`src/rtl/control_unit_seq.sv`:
```
// control_unit_seq: multi-cycle control unit for the 8-bit CPU.
// Owns its FSM state, start handshake, memory wait-states/timeout, retire count.
// Ports: clk, reset (async, active-low), start, instr, zf, mem_ready in;
//        state, PC/addr/mem/ALU/regfile strobes, halt, fault, retired out.
module control_unit_seq #(
   parameter int DATA_W   = 8,
   parameter int OFFSET_W = 4,
   parameter int MAX_WAIT = 15,
   parameter int RETIRE_W = 16
) (
   input  logic                clk,
   input  logic                reset,
   input  logic                start,
   input  logic [DATA_W-1:0]   instr,
   input  logic                zf,
   input  logic                mem_ready,
   output logic [2:0]          state,
   output logic                pc_we,
   output logic                pc_sel,
   output logic                pc_jmp_sel,
   output logic [OFFSET_W-1:0] pc_offset,
   output logic                addr_sel,
   output logic [OFFSET_W-1:0] addr_offset,
   output logic                mem_sel,
   output logic                mem_we,
   output logic [2:0]          alu_opcode,
   output logic                alu_sel_a,
   output logic                alu_sel_b,
   output logic                alu_we,
   output logic                zf_we,
   output logic                ir_we,
   output logic                a_sel,
   output logic                a_we,
   output logic                b_sel,
   output logic                b_we,
   output logic                halt,
   output logic                fault,
   output logic [RETIRE_W-1:0] retired
);

   localparam int WAIT_W = (MAX_WAIT > 1) ? $clog2(MAX_WAIT + 1) : 1;

   typedef enum logic [2:0] {
      S_FETCH   = 3'b000,
      S_DECODE  = 3'b001,
      S_EXECUTE = 3'b010,
      S_MEMORY  = 3'b011,
      S_WB      = 3'b100,
      S_HALT    = 3'b101,
      S_IDLE    = 3'b110,
      S_ILLEGAL = 3'b111
   } state_t;

   state_t              r_state;
   state_t              w_next;
   logic                r_fault;
   logic [RETIRE_W-1:0] r_retired;
   logic [WAIT_W-1:0]   r_wait;
   logic [WAIT_W-1:0]   w_wait_next;
   logic [2:0]          w_op;
   logic [OFFSET_W-1:0] w_off;
   logic                w_timeout;
   logic                w_retire;
   logic                w_fault_set;
   logic                w_unused;

   assign w_op     = instr[DATA_W-1 -: 3];
   assign w_off    = instr[OFFSET_W-1:0];
   assign w_unused = ^instr;

   // A stalled access may sit at the limit for one more cycle; only a
   // still-low mem_ready in that cycle faults.
   assign w_timeout = (MAX_WAIT != 0) && !mem_ready &&
                      (r_wait == WAIT_W'(MAX_WAIT));

   assign state   = r_state;
   assign fault   = r_fault;
   assign retired = r_retired;

   always_comb begin
      w_next      = r_state;
      w_retire    = 1'b0;
      w_fault_set = 1'b0;
      pc_we       = 1'b0;
      pc_sel      = 1'b0;
      pc_jmp_sel  = 1'b0;
      pc_offset   = '0;
      addr_sel    = 1'b0;
      addr_offset = '0;
      mem_sel     = 1'b0;
      mem_we      = 1'b0;
      alu_opcode  = 3'b000;
      alu_sel_a   = 1'b0;
      alu_sel_b   = 1'b0;
      alu_we      = 1'b0;
      zf_we       = 1'b0;
      ir_we       = 1'b0;
      a_sel       = 1'b0;
      a_we        = 1'b0;
      b_sel       = 1'b0;
      b_we        = 1'b0;
      halt        = 1'b0;
      unique case (r_state)
         S_IDLE: begin
            if (start) w_next = S_FETCH;
         end
         S_FETCH: begin
            if (mem_ready) begin
               ir_we  = 1'b1;
               pc_we  = 1'b1;
               w_next = S_DECODE;
            end else if (w_timeout) begin
               w_next      = S_HALT;
               w_fault_set = 1'b1;
            end
         end
         S_DECODE: begin
            w_next = (w_op == 3'b111) ? S_HALT : S_EXECUTE;
         end
         S_EXECUTE: begin
            unique case (w_op)
               3'b000, 3'b001: begin
                  addr_sel    = 1'b1;
                  addr_offset = w_off;
                  w_next      = S_MEMORY;
               end
               3'b010, 3'b011: begin
                  alu_opcode = {2'b00, w_op[0]};
                  alu_we     = 1'b1;
                  zf_we      = 1'b1;
                  w_next     = S_WB;
               end
               3'b100, 3'b101: begin
                  if (!w_op[0] || zf) begin
                     pc_we     = 1'b1;
                     pc_sel    = 1'b1;
                     pc_offset = w_off;
                  end
                  w_next   = S_FETCH;
                  w_retire = 1'b1;
               end
               3'b110: begin
                  b_sel    = 1'b1;
                  b_we     = 1'b1;
                  w_next   = S_FETCH;
                  w_retire = 1'b1;
               end
               3'b111: begin
                  w_next = S_HALT;
               end
            endcase
         end
         S_MEMORY: begin
            addr_sel    = 1'b1;
            addr_offset = w_off;
            mem_sel     = 1'b1;
            mem_we      = (w_op != 3'b000);
            if (mem_ready) begin
               if (w_op == 3'b000) begin
                  w_next = S_WB;
               end else begin
                  w_next   = S_FETCH;
                  w_retire = 1'b1;
               end
            end else if (w_timeout) begin
               w_next      = S_HALT;
               w_fault_set = 1'b1;
            end
         end
         S_WB: begin
            a_we     = 1'b1;
            a_sel    = (w_op == 3'b000);
            w_next   = S_FETCH;
            w_retire = 1'b1;
         end
         S_HALT: begin
            halt = 1'b1;
         end
         S_ILLEGAL: begin
            w_next      = S_HALT;
            w_fault_set = 1'b1;
         end
      endcase
   end

   // Counter only runs while stalled in an access state; any move clears it.
   always_comb begin
      w_wait_next = '0;
      if ((r_state == S_FETCH || r_state == S_MEMORY) && w_next == r_state)
         w_wait_next = r_wait + WAIT_W'(1);
   end

   always_ff @(posedge clk or negedge reset) begin
      if (!reset) begin
         r_state   <= S_IDLE;
         r_fault   <= 1'b0;
         r_retired <= '0;
         r_wait    <= '0;
      end else begin
         r_state <= w_next;
         r_wait  <= w_wait_next;
         if (w_fault_set) r_fault <= 1'b1;
         if (w_retire) r_retired <= r_retired + RETIRE_W'(1);
      end
   end

endmodule

```
`config.mk`:
```
export PLATFORM = sky130hd
export DESIGN_NAME = control_unit_seq
export DESIGN_NICKNAME = d
export VERILOG_FILES = /design/src/rtl/control_unit_seq.sv
export SDC_FILE = /design/constraint.sdc
export NUM_CORES = 1
export LEC_CHECK = 0
export CORE_MARGIN = 8
export CORE_UTILIZATION = 47
export DETAILED_ROUTE_END_ITERATION = 7
export PLACE_DENSITY = 0.86
export SLEW_MARGIN = 0
export SYNTH_ARGS = -nofsm -noshare
export SYNTH_HDL_FRONTEND = slang
export SYNTH_SLANG_ARGS = --single-unit
```
`constraint.sdc`:
```
create_clock -name clk -period 3.35 [get_ports clk]
set_input_delay 0.67 -clock clk [delete_from_list [all_inputs] [get_ports clk]]
set_output_delay 0.67 -clock clk [all_outputs]
set_load 0.01 [all_outputs]
```
# After elaboration in Yosys (flattened, before gate mapping)

Index checks and enable logic that the tools add are counted.

$add $sub $neg: 2
Equal/unequal tests: 16
Mux-type cells: 40
Reductions and logical operators: 14

Operators with widths:

| kind                                                | number |
|---|---|
| equality test 3 bit, second input constant          | 8 |
| 2-to-1 mux 1 bit                                    | 22 |
| one-hot mux 3 bit (7 select lines)                  | 1 |
| 2-to-1 mux 4 bit                                    | 5 |
| 2-to-1 mux 3 bit                                    | 6 |
| adder 16 x 1 -> 16 bit, second input constant       | 1 |
| equality test 3 x 2 -> 1 bit, second input constant | 4 |
| one-hot mux 3 bit (4 select lines)                  | 1 |
| one-hot mux 4 bit (2 select lines)                  | 1 |
| OR reduction 2 bit                                  | 4 |
| equality test 3 x 1 -> 1 bit, second input constant | 2 |
| zero test 3 bit                                     | 2 |
| one-hot mux 1 bit (2 select lines)                  | 3 |
| adder 4 x 1 -> 4 bit, second input constant         | 1 |
| equality test 4 bit, second input constant          | 1 |
| equality test 3 bit                                 | 1 |
| one-hot mux 1 bit (3 select lines)                  | 1 |
| nonzero test 3 bit                                  | 1 |
| OR reduction 3 bit                                  | 1 |
| logical AND 1 bit                                   | 2 |
| zero test 1 bit                                     | 2 |
| logical OR 1 bit                                    | 2 |

Register bits: 24
Input bits: 13
Output and inout bits: 47
Logic and storage cells: 76

# Logic depth before layout (Yosys ltp)

Depth after elaboration: 8
Depth in mapped cells: 7
Gate-level depth less buffers: 6

# Worst setup path after synthesis

No wires, ideal clock.

Kind: input to output
From: input instr[6]
To: output addr_offset[0]
Data arrival time: 1.725 ns
Required time: 2.680 ns
Setup slack: 0.955 ns
Stages: 4
Path buffers: 1
Cells stage by stage: or2_1 clkbuf_1 a21boi_0 and2_1

Word-level cells in the longest chain between the ends: 4
Elaborated cells between the ends (all ways): 5
Those cells by class: eq/ne (1); mux (2); reduce/logical (2)

RTL lines:

| item                                                                   | line | source |
|---|---|---|
| start, declared                                                        | 14   | `input logic [DATA_W-1:0] instr,` |
| equality test 3 x 1 -> 1 bit / zero test 3 bit (equally long branches) | 121  | `unique case (w_op)` |
| OR reduction 2 bit *                                                   | 121  |  |
| 2-to-1 mux 4 bit *                                                     | 121  |  |
| one-hot mux 4 bit (2 select lines) *                                   | 103  | `unique case (r_state)` |
| end, declared                                                          | 23   | `output logic [OFFSET_W-1:0] addr_offset,` |

Mark *: on every way between the ends. The rest lies on a longest branch, timed or not.

# Final worst setup path

Ends and elaborated chain as after synthesis.

==> results.txt <==
antenna-violating nets left -> 0
Layout fillers -> 269
Starting Density -> 0.493
Synth Register Bits -> 24
crit start category -> input port
final-report setup violation count -> 0
root buffer cell -> clkbuf_4
number of synthesized flops with an enable pin -> 0
crit path DAT -> 2480 ps
die area -> 5270 um2
post-layout minimum cycle time -> 3150 ps
Hold Path Stages -> 1
Cell Area, Synth -> 1510 um2
hold buffers post-CTS -> 0
status -> complete, no violations
sum of negative setup slack -> 0 ps
RSZ-0062 raised after global routing -> false
dpl cell area -> 2060 um2
r2r worst-path depth -> 5
internal cell power -> 0.000449 W
clock latency on the worst-skew pair -> 320 ps
Syn Inst Count -> 167
Max VDD drop -> 0.244 mV
nets -> 238
GRT Residual Overflow -> 0
switching power -> 0.000125 W
Vias -> 1411
Worst Hold End -> r_wait[0]
Seq pwr share -> 0.527
Distinct cells, synth -> 47
postcts setup bufs -> 0
gpl congestion -> 0.884
max layer used -> met4
Die H -> 72.6 um
largest net degree at the start of global routing -> 25
H-tree levels -> 1
number of antenna diodes -> 0
drt total wl -> 3890 um
initial antenna violation count -> 0
max frequency -> 0.317 GHz
Primary FF master, synth -> dfrtp_1
Hold Crit Class -> flop to flop
DR vias/cell -> 5.30
# rows -> 20
Clock Power Share -> 0.370
Port Buf Inserts -> 53
post-CTS sizing -> 0
clock sinks -> 24
minimum hold slack -> 465 ps
pwr dens -> 272 nW/um2
Num CTS Buffers -> 3
global-route wire length before repair -> 6290 um
met2 wire length -> 1760 um
crit end category -> output port
Clock transition at path regs -> 140 ps
crit path max fanout -> 5
final hold violation count -> 0
Final Non-Filler Cells -> 266
Tightest Pin Transition -> 1040 ps
TritonCTS clock tree -> yes
number of global-route vias before repair -> 1321
die width -> 72.6 um
clock tree buffer depth -> 2
I/O pins -> 60
Core Region -> 3050 um2
worst flop-to-flop path startpoint -> state[1]
max_cap viols -> 0
reg-to-reg slack, setup -> 1310 ps
Worst Path Class, Setup -> input port to output port
Syn Area/Cell -> 9.01 um2
terminus of the critical flop-to-flop path -> retired[14]
Worst Path Required -> 2680 ps
Lkg Pwr -> 0.862 nW
hold_sp -> r_wait[0]
HPWL Detailed -> 3030 um
crit share post-route -> 0.941
sequential element share of the synthesized area -> 0.401
Comb power frac -> 0.103
warnings from Yosys -> 0
Post-synth ARST share -> 1.00
synth-to-layout area growth -> 40.3%
worst-case clock skew -> 2.76 ps
Final Cell Area -> 2110 um2
Inst Count DP -> 262
Max Slew Vio Count -> 0
DRC -> 0
drt initial violations -> 74
normalized max-slew margin -> 0.302
layout cell share with drive strength beyond 1 -> 0.0856
GR Util All Layers -> 0.147
M1 WL -> 1810 um
first-pass iteration count of the detailed router -> 4
sw frac -> 0.217
routed len/inst -> 14.6 um
metal3 WL -> 284 um
## cells in the mapped netlist, types with 2 or more instances
cell      count  area [um2]
nand3_1       9        45.0
nand2b_1      3        18.8
o21ai_0       2        10.0
buf_4         8        60.1
nor3b_2       2        25.0
and2_1        9        56.3
buf_6         2        22.5
nand2_1      19        71.3
dfrtp_1      22         551
dfstp_2       2        52.6
o22ai_1       3        18.8
xnor2_1       9        78.8
inv_1         4        15.0
and3_1        2        12.5
nor2_1       16        60.1
nor4_1        7        43.8
o21a_1        3        22.5
nand4_1       5        31.3
xor2_1        8        70.1
ha_1          2        25.0
a21oi_1       4        20.0
## power by group through the flow
stage | Clock, W | Sequential, W | Combinational (W)
global route | 0.000227 | 0.000303 | 0.0000642
global placement | 0 | 0.000308 | 0.0000586
detailed placement | 0 | 0.000308 | 0.0000592
finish | 0.000212 | 0.000302 | 0.0000591
CTS | 0.000217 | 0.000302 | 0.0000595
floorplan | 0 | 0.000310 | 0.0000185
## per-layer routing
layer | track usage | up-vias
met1 | 0.188 | 665
li1 | - | 687
met3 | 0.0330 | 6
met5 | 0 | -
met2 | 0.241 | 53
met4 | 0.0444 | 0
## layout by cell type (no fill, tap or decap), types with 2 or more instances in the layout
master	n
o21ai_0	2
dfrtp_1	22
ha_1	2
dfstp_2	2
o22ai_1	3
a21oi_1	4
xor2_1	8
buf_4	6
and3_1	2
nand4_1	5
and2_1	9
inv_1	4
nor4_1	7
clkbuf_4	3
nor2_1	16
nand2_1	19
xnor2_1	9
conb_1	5
nor3b_2	2
clkdlybuf4s50_1	53
nand2b_1	3
o21a_1	3
nand3_1	9
## through the flow
stage | total power, W | setup WS, ps | util
after floorplan | 0.000328 | 955 | -
after global placement | 0.000366 | 188 | 0.675
after detailed placement | 0.000367 | 189 | 0.675
after CTS | 0.000579 | 183 | 0.692
after global routing | 0.000595 | 99.1 | 0.692
final | 0.000574 | 198 | 0.692
## final cells by class
class / instances / area [um2] / area share
multi-input cells: 130 / 807 / 0.382
well taps: 44 / 55.1 / 0.0261
repair buffers: 59 / 576 / 0.273
clock inverters: 1 / 30.0 / 0.0142
inverters: 5 / 18.8 / 0.00889
clock buffers: 3 / 22.5 / 0.0107
flip-flops and latches: 24 / 603 / 0.286
## state kept, by name (all words and copies together), names as in the netlist
| name | count |
|---|---|
| state | 3 |
| fault | 1 |
| r_wait | 4 |
| retired | 16 |
## how the worst max path moves through the flow
stage,slack (ps),cells after the start,endpoint,start
finish,200,5,addr_offset[0],instr[6]
global route,100,5,addr_offset[0],instr[6]
floorplan,960,4,addr_offset[0],instr[6]
global placement,190,5,addr_offset[0],instr[6]
CTS,180,5,addr_offset[0],instr[6]
detailed placement,190,5,addr_offset[0],instr[6]
## kinds of logic (layout without fill, tap and decap cells)
family | count (synthesis) | in the layout | share of synthesized area
AOI/OAI and AO/OA | 23 | 23 | 0.106
DFF | 24 | 24 | 0.401
adders and majority gates | 2 | 2 | 0.0166
other | 1 | 5 | 0.00249
and+or+nand+nor | 82 | 82 | 0.295
muxes | 1 | 1 | 0.00748
xor gates and xnor gates | 17 | 17 | 0.0989
buffers and inverters | 17 | 68 | 0.0731
## worst max-delay path, cell delays in order
cell	delay, ps
clkdlybuf4s50_1	420
or2_1	250
a21boi_0	410
and2_1	190
clkdlybuf4s50_1	550
Note: power is estimated with default switching activity, not from simulation.
